## src/rtl/sdram_frame_arbiter.sv

```systemverilog
// Arbitrates SDRAM bursts between the camera write path and the VGA read path, one burst at a time.
// Optional ARB_DOUBLE_BUFFER_EN: writer ping-pongs between two frame buffers, reader trails it.
module sdram_frame_arbiter #(
   parameter int ADDR_W      = 22,
   parameter int LVL_W       = 10,
   parameter int BURST_LEN   = 8,
   parameter int FRAME_WORDS = 307200,
   parameter int RD_URGENT   = 384,
   parameter logic [ADDR_W-1:0] FRAME_BASE1 = ADDR_W'(22'h080000)
) (
   input  logic              clk_i,
   input  logic              rst_i,
   input  logic [LVL_W-1:0]  wr_level_i,
   input  logic              wr_vsync_i,
   input  logic [LVL_W-1:0]  rd_space_i,
   input  logic              rd_vsync_i,
   output logic              cmd_valid_o,
   input  logic              cmd_ready_i,
   output logic              cmd_we_o,
   output logic [ADDR_W-1:0] cmd_addr_o,
   input  logic              burst_done_i,
   output logic              grant_wr_o,
   output logic              grant_rd_o,
   output logic              busy_o,
   output logic [1:0]        dbg_state_o
);
   // Handshake: a command is transferred on the cycle cmd_valid_o & cmd_ready_i are both high;
   // cmd_valid_o, cmd_we_o and cmd_addr_o stay stable until then, and nothing new is issued
   // before burst_done_i closes the current burst.
   typedef enum logic [1:0] {
      IDLE      = 2'd0,
      ISSUE     = 2'd1,
      WAIT_DONE = 2'd2
   } state_t;

   localparam logic [ADDR_W-1:0] STEP       = ADDR_W'(BURST_LEN);
   localparam logic [ADDR_W-1:0] LAST_OFF   = ADDR_W'(FRAME_WORDS - BURST_LEN);
   localparam logic [LVL_W-1:0]  LVL_BURST  = LVL_W'(BURST_LEN);
   localparam logic [LVL_W-1:0]  LVL_URGENT = LVL_W'(RD_URGENT);

   state_t            state_q, state_d;
   logic              own_wr_q, own_wr_d;
   logic              last_wr_q;
   logic [ADDR_W-1:0] wr_off_q, rd_off_q;
   logic              wr_pend_q, rd_pend_q;
   logic              wr_buf, rd_buf;
   logic [ADDR_W-1:0] wr_base, rd_base;
   logic              wr_elig, rd_elig, rd_urgent;
   logic              in_idle, wr_apply, rd_apply, done_ev;

   assign wr_elig   = wr_level_i >= LVL_BURST;
   assign rd_elig   = rd_space_i >= LVL_BURST;
   assign rd_urgent = rd_elig && (rd_space_i >= LVL_URGENT);
   assign in_idle   = (state_q == IDLE);
   // A vsync seen in IDLE takes effect immediately, so the burst chosen that cycle already uses it.
   assign wr_apply  = in_idle && (wr_pend_q || wr_vsync_i);
   assign rd_apply  = in_idle && (rd_pend_q || rd_vsync_i);
   assign done_ev   = (state_q == WAIT_DONE) && burst_done_i;

   always_comb begin
      state_d  = state_q;
      own_wr_d = own_wr_q;
      case (state_q)
         IDLE: begin
            if (rd_urgent) begin
               own_wr_d = 1'b0;
               state_d  = ISSUE;
            end else if (wr_elig && rd_elig) begin
               own_wr_d = !last_wr_q;
               state_d  = ISSUE;
            end else if (wr_elig) begin
               own_wr_d = 1'b1;
               state_d  = ISSUE;
            end else if (rd_elig) begin
               own_wr_d = 1'b0;
               state_d  = ISSUE;
            end
         end
         ISSUE:     if (cmd_ready_i) state_d = WAIT_DONE;
         WAIT_DONE: if (burst_done_i) state_d = IDLE;
         default:   state_d = IDLE;
      endcase
   end

   always_ff @(posedge clk_i or posedge rst_i) begin
      if (rst_i) begin
         state_q   <= IDLE;
         own_wr_q  <= 1'b0;
         last_wr_q <= 1'b0;
         wr_pend_q <= 1'b0;
         rd_pend_q <= 1'b0;
         wr_off_q  <= '0;
         rd_off_q  <= '0;
      end else begin
         state_q   <= state_d;
         own_wr_q  <= own_wr_d;
         if (done_ev) last_wr_q <= own_wr_q;
         wr_pend_q <= in_idle ? 1'b0 : (wr_pend_q || wr_vsync_i);
         rd_pend_q <= in_idle ? 1'b0 : (rd_pend_q || rd_vsync_i);
         // Apply only happens in IDLE and advance only in WAIT_DONE, so they never collide.
         if (wr_apply)
            wr_off_q <= '0;
         else if (done_ev && own_wr_q)
            wr_off_q <= (wr_off_q == LAST_OFF) ? '0 : wr_off_q + STEP;
         if (rd_apply)
            rd_off_q <= '0;
         else if (done_ev && !own_wr_q)
            rd_off_q <= (rd_off_q == LAST_OFF) ? '0 : rd_off_q + STEP;
      end
   end

`ifdef ARB_DOUBLE_BUFFER_EN
   // Reader always takes the buffer the writer most recently finished, so it never sees a half frame.
   always_ff @(posedge clk_i or posedge rst_i) begin
      if (rst_i) begin
         wr_buf <= 1'b0;
         rd_buf <= 1'b0;
      end else begin
         if (wr_apply) wr_buf <= !wr_buf;
         if (rd_apply) rd_buf <= wr_apply ? wr_buf : !wr_buf;
      end
   end
`else
   assign wr_buf = 1'b0;
   assign rd_buf = 1'b0;
`endif

   assign wr_base = wr_buf ? FRAME_BASE1 : '0;
   assign rd_base = rd_buf ? FRAME_BASE1 : '0;

   assign busy_o      = !in_idle;
   assign cmd_valid_o = (state_q == ISSUE);
   assign grant_wr_o  = busy_o && own_wr_q;
   assign grant_rd_o  = busy_o && !own_wr_q;
   assign cmd_we_o    = grant_wr_o;
   assign cmd_addr_o  = in_idle ? '0 : (own_wr_q ? wr_base + wr_off_q : rd_base + rd_off_q);
   assign dbg_state_o = state_q;
endmodule
```

## config.mk

```make
export PLATFORM = sky130hd
export DESIGN_NAME = sdram_frame_arbiter
export DESIGN_NICKNAME = d
export VERILOG_FILES = /design/src/rtl/sdram_frame_arbiter.sv
export SDC_FILE = /design/constraint.sdc
export NUM_CORES = 1
export LEC_CHECK = 0
export CAP_MARGIN = 0
export CORE_MARGIN = 8
export CORE_UTILIZATION = 35
export CTS_CLUSTER_SIZE = 10
export DETAILED_ROUTE_END_ITERATION = 12
export PLACE_DENSITY = 0.59
export SLEW_MARGIN = 5
export SYNTH_ARGS = -nofsm -noshare
export SYNTH_HDL_FRONTEND = slang
export SYNTH_SLANG_ARGS = --single-unit
export TNS_END_PERCENT = 1
```

## constraint.sdc

```tcl
create_clock -name clk_i -period 4.36 [get_ports clk_i]
set_clock_uncertainty 0.2 [all_clocks]
set_input_delay 0.654 -clock clk_i [delete_from_list [all_inputs] [get_ports clk_i]]
set_output_delay 0.654 -clock clk_i [all_outputs]
set_load 0.005 [all_outputs]
```

# [Yosys cells after proc, flatten, opt, wreduce, memory -nomap -nowiden]
# Cells that the tools add are included.
[op_classes] n_addsub=2 magnitude_cmp=3 n_eq_ne=7 muxes=21 reduce_logical=20
[op_table] cell="two-way mux 22 bit" count=8
[op_table] cell="adder 22 x 4 -> 22 bit (second input constant)" count=2
[op_table] cell="== test 22 x 19 -> 1 bit (second input constant)" count=2
[op_table] cell="greater-or-equal comparator 10 x 4 -> 1 bit (second input constant)" count=2
[op_table] cell="two-way mux 2 bit" count=6
[op_table] cell="greater-or-equal comparator 10 x 9 -> 1 bit (second input constant)" count=1
[op_table] cell="logical AND 1 bit" count=9
[op_table] cell="two-way mux 1 bit" count=6
[op_table] cell="one-hot mux 2 bit (3 select lines)" count=1
[op_table] cell="!= test 5 x 4 -> 1 bit (second input constant)" count=1
[op_table] cell="nonzero test 2 bit" count=2
[op_table] cell="nonzero test 4 bit" count=1
[op_table] cell="zero test 1 bit" count=3
[op_table] cell="AND reduction 3 bit" count=1
[op_table] cell="== test 2 x 1 -> 1 bit (second input constant)" count=1
[op_table] cell="== test 2 bit (second input constant)" count=1
[op_table] cell="zero test 2 bit" count=1
[op_table] cell="logical OR 1 bit" count=2
[op_table] cell="!= test 2 x 1 -> 1 bit (second input constant)" count=1
[op_table] cell="!= test 2 bit (second input constant)" count=1
[op_table] cell="AND reduction 2 bit" count=1
[word_totals] ff_bits=50 output_inout_bits=29 elab_cells=60

# [Logic depth before layout (Yosys ltp)]
[depth] depth_word=6 ltp_mapped=8

# [Worst setup path before layout]
# OpenSTA, ideal clock, no wires.
[synth_timing] kind="input -> register" from="input port wr_level_i[6]" to="register own_wr_q" arrival_ps=1843 t_required_ps=4034 setup_slack_ps=2191 stages=4 path_buffers=0 cell_sequence="or4_1 nor4_1 a2111oi_0 o32a_1"
[synth_between] elab_chain_cells=4 word_cells_on_any_way=7 cone_classes="order compare (1); mux (3); reduce/logical (3)"
[synth_rtl] item="start: declaration" line_no="13" rtl="input logic [LVL_W-1:0] wr_level_i,"
[synth_rtl] item="greater-or-equal comparator 10 x 4 -> 1 bit *" line_no="51" rtl="assign wr_elig = wr_level_i >= LVL_BURST;"
[synth_rtl] item="two-way mux 1 bit or logical AND 1 bit (tied branches)" line_no="71, 68"
[synth_rtl] item="two-way mux 1 bit or nonzero test 4 bit (tied branches)"
[synth_rtl] item="two-way mux 1 bit or AND reduction 2 bit (tied branches)"
[synth_rtl] item="end signal: assignment" line_no="96" rtl="own_wr_q <= own_wr_d;"
[synth_rtl] item="end: declaration" line_no="42" rtl="logic own_wr_q, own_wr_d;"
# Mark *: on every way between the ends. The rest lies on a longest branch, timed or not.
# A chain may end at the register's enable or synchronous reset.

# [Final worst setup path]
[layout_timing] from="register own_wr_q" to="output port grant_wr_o"
[layout_between] elab_chain_cells=1
[layout_rtl] item="logical AND 1 bit" line_no="133" rtl="assign grant_wr_o = busy_o && own_wr_q;"
[layout_rtl] item="end: declaration" line_no="22" rtl="output logic grant_wr_o,"
# Every way passes these cells.

==> run summary <==
STATUS
---------------------------------------------------------------------------------
Outcome                                                              finished clean

CLOCK NETWORK
---------------------------------------------------------------------------------
Maximum clock path buffer count                                                 2
TritonCTS clock tree                                                         done
Num Clock Sinks                                                                44
Root buffer cell                                                     sky130_fd_sc_hd__clkbuf_8
Clock latency on the worst-skew pair                                      0.30 ns
Number of buffers inserted during clock tree synthesis                          5
Clock slew seen by the registers of the worst setup and hold paths        0.09 ns
Post-CTS setup buffers                                                          0
Resize count post-CTS                                                           0
Count of hold buffers inserted by post-cts repair                               0
H-tree depth reported by CTS                                                    2

HOLD PATH
---------------------------------------------------------------------------------
Kind of path behind the tightest hold check                            reg -> reg
Cell count of the worst hold path                                               2
Min-Delay Startpoint                                                    rd_pend_q

WORST SETUP PATH
---------------------------------------------------------------------------------
Critical R2R Launch                                                      own_wr_q
Critical path class                                                    reg -> out
Startpoint kind of the worst setup timing path                               flop
Critical Path End Type                                               primary output
Worst endpoint required time                                              3.51 ns
R2R cell count                                                                  4
Beginning of the critical path                                           own_wr_q
WP data arrival                                                           2.37 ns
Critical path fanouts, max                                                     24

ROUTING
---------------------------------------------------------------------------------
Number of antenna-violating nets in the routed design                           0
Routed wire length                                                        8020 µm
Routed WL per cell                                                        16.8 µm
Drt first-iter violations                                                     183
Drt drc                                                                         0
Detailed-route via count                                                     2626
DR vias/cell                                                                 5.51
First-pass iteration count of the detailed router                               4

SYNTH
---------------------------------------------------------------------------------
Total of flip-flops plus latches after synthesis                               44
Async set-reset flop share out of synthesis                                  1.00
Number of unique standard cell types used by synthesis                         58
Dominant register cell in the synthesized netlist                    sky130_fd_sc_hd__dfrtp_1
Count of yosys warnings during synthesis                                        0
Cells after Synth                                                             335
Fraction of the mapped netlist area in compound gates                       0.148
Simple-Gate Fraction of Synth Area                                          0.299
Combinational family with the most area after synthesis              simple AND/OR/NAND/NOR gates
Area share of fa/ha/maj cells after synthesis                             0.00876
Post-synthesis mux area share                                              0.0705
Number of synthesized flops with an enable pin                                  0
Post-synthesis sequential area ratio                                        0.385
Mean instance size in the synthesized netlist                            8.53 µm²
Syn Std Cell Area                                                        2860 µm²
Post-synthesis xor/xnor area fraction                                      0.0337

STA
---------------------------------------------------------------------------------
Slew at the pin closest to its max-slew limit                             1.21 ns
Setup violators final                                                           0
Headroom to the max-slew limit                                              0.191
Sum of negative setup slack                                                  0 ns
Minimum clock period                                                      3.23 ns
Number of pins exceeding their max-slew limit in the final report               0
Unrepaired setup endpoints after global routing                                no
Final hold slack                                                         0.336 ns
Final worst path period share                                               0.741
Hold Fails Final Rpt                                                            0
Maximum clock frequency                                                   310 MHz

PLACED DESIGN
---------------------------------------------------------------------------------
Placer's final routability congestion estimate                              0.804
Half-perimeter wire length after detailed placement                       5830 µm
Port Buffers                                                                   45

FINAL LAYOUT
---------------------------------------------------------------------------------
Area delta synth->final                                                     21.1%
Area of the multi-input gates                                            1610 µm²
Register area                                                            1100 µm²
Antenna cells                                                                   0
Proportion of layout cells with a drive suffix above 1                     0.0645
Leading cell type in the layout, fill and taps excluded              sky130_fd_sc_hd__nor2_1
Number of nets in the layout                                                  399
Top library cells by usage in the layout, fill and taps aside        48 x sky130_fd_sc_hd__nor2_1, 45 x sky130_fd_sc_hd__clkdlybuf4s50_1, 44 x sky130_fd_sc_hd__dfrtp_1
Filler Cell Count                                                             827

GRT
---------------------------------------------------------------------------------
Number of antenna violations at the first check in global routing               0
Residual overflow from global routing                                           0
Largest net degree at the start of global routing                              45
Wire length of the first global-routing pass                             13100 µm
Number of global-route vias before repair                                    2477
GRT Util Overall                                                            0.143

POWER AND IR DROP
---------------------------------------------------------------------------------
Worst-case vdd ir drop                                                   0.138 mV
Total power divided by cell area                                       438 nW/µm²
Post-layout power                                                         1.52 mW
Leakage power of the design                                               1.45 nW

DIE
---------------------------------------------------------------------------------
Width of the die                                                           106 µm
Number of cell rows                                                            33
Die Ht                                                                     106 µm
Top-level port count                                                           55
Core region area                                                         8050 µm²
Die area                                                                11300 µm²
Initial standard-cell utilization of the core                               0.355

JOB
---------------------------------------------------------------------------------
Max Cap Violations                                                              0

per-stage QoR:
| stage | utilization | std cells | area, µm² | setup WS, ns |
|---|---|---|---|---|
| detailed placement | 0.416 | 469 | 3350 | 1.30 |
| global placement | 0.416 | 469 | 3350 | 1.38 |
| finish | 0.430 | 477 | 3460 | 1.13 |
| floorplan | - | 337 | 2860 | 2.19 |
| global route | 0.430 | 477 | 3460 | 0.924 |
| CTS | 0.430 | 477 | 3460 | 1.08 |
path summary, 6_finish.rpt:
check	endpoint	slack [ns]
setup / recovery	grant_wr_o	1.13
hold / removal	rd_pend_q	0.34
setup reg to reg	wr_off_q[19]	1.33
hold reg to reg	rd_pend_q	0.34
max in group asynchronous	rd_off_q[15]	2.94
min in group asynchronous	rd_off_q[6]	0.61
state kept, by name (all words and copies together), names as in the netlist:
register / cells
dbg_state_o: 2
last_wr_q: 1
own_wr_q: 1
rd_off_q: 19
rd_pend_q: 1
wr_off_q: 19
wr_pend_q: 1
worst max-delay path, cell delays in order, from the launching register on:
cell	delay, ns
sky130_fd_sc_hd__dfrtp_1	1.15
sky130_fd_sc_hd__inv_1	0.19
sky130_fd_sc_hd__nor2_1	0.20
sky130_fd_sc_hd__clkdlybuf4s50_1	0.52
layout make-up:
type                    instances  area share
clock buffers                   6      0.0210
well taps                     105      0.0380
multi-input cells             261       0.465
repair buffers                 47       0.135
inverters                      12      0.0130
clock inverters                 2      0.0101
flip-flops and latches         44       0.318
layer usage:
metal	wire [µm]	share of wire	vias up	global-route usage
met4	94	0.012	0	0.0342
met1	3920	0.49	1259	0.196
met3	510	0.064	7	0.0381
li1	-	-	1285	-
met2	3490	0.44	75	0.219
met5	0	0	-	0
cell usage after synthesis, types with 2 or more instances:
cell type,n,share of area
sky130_fd_sc_hd__a211oi_1,4,0.011
sky130_fd_sc_hd__a31oi_1,4,0.0088
sky130_fd_sc_hd__clkbuf_2,2,0.0035
sky130_fd_sc_hd__nor2_4,2,0.0079
sky130_fd_sc_hd__and4_1,2,0.0061
sky130_fd_sc_hd__and2_1,2,0.0044
sky130_fd_sc_hd__o21ai_1,2,0.0035
sky130_fd_sc_hd__nand3_1,13,0.023
sky130_fd_sc_hd__o21ai_0,23,0.040
sky130_fd_sc_hd__inv_1,11,0.014
sky130_fd_sc_hd__or3_2,2,0.0053
sky130_fd_sc_hd__o41ai_1,2,0.0061
sky130_fd_sc_hd__buf_1,2,0.0026
sky130_fd_sc_hd__mux2i_1,19,0.067
sky130_fd_sc_hd__xor2_1,10,0.031
sky130_fd_sc_hd__clkbuf_1,4,0.0053
sky130_fd_sc_hd__nand4_1,13,0.028
sky130_fd_sc_hd__nor2_1,48,0.063
sky130_fd_sc_hd__nand2_1,29,0.038
sky130_fd_sc_hd__buf_4,4,0.011
sky130_fd_sc_hd__ha_1,2,0.0088
sky130_fd_sc_hd__nor3_1,11,0.019
sky130_fd_sc_hd__o21a_1,2,0.0053
sky130_fd_sc_hd__buf_2,7,0.012
sky130_fd_sc_hd__o31ai_1,3,0.0079
sky130_fd_sc_hd__or4_1,4,0.011
sky130_fd_sc_hd__nor4_1,12,0.026
sky130_fd_sc_hd__a21oi_1,10,0.018
sky130_fd_sc_hd__dfrtp_1,44,0.39
sky130_fd_sc_hd__a21o_1,6,0.016
sky130_fd_sc_hd__nand2b_1,2,0.0044
sky130_fd_sc_hd__and3_1,8,0.018
cells by family (layout without fill, tap and decap cells):
| group | after synthesis | after routing |
|---|---|---|
| simple gates | 159 | 159 |
| flops | 44 | 44 |
| buf+inv | 32 | 67 |
| fa+ha+maj | 2 | 2 |
| mux | 20 | 20 |
| xor+xnor | 11 | 11 |
| other cells | 1 | 3 |
| compound gates | 66 | 66 |
power by group:
part           leakage, nW  total, mW  switching [mW]  internal [mW]
Sequential           0.593      0.582           0.123          0.459
Combinational        0.802      0.613           0.342          0.272
Clock               0.0552      0.320           0.149          0.170
No activity file was read; power rests on OpenSTA's default activity.
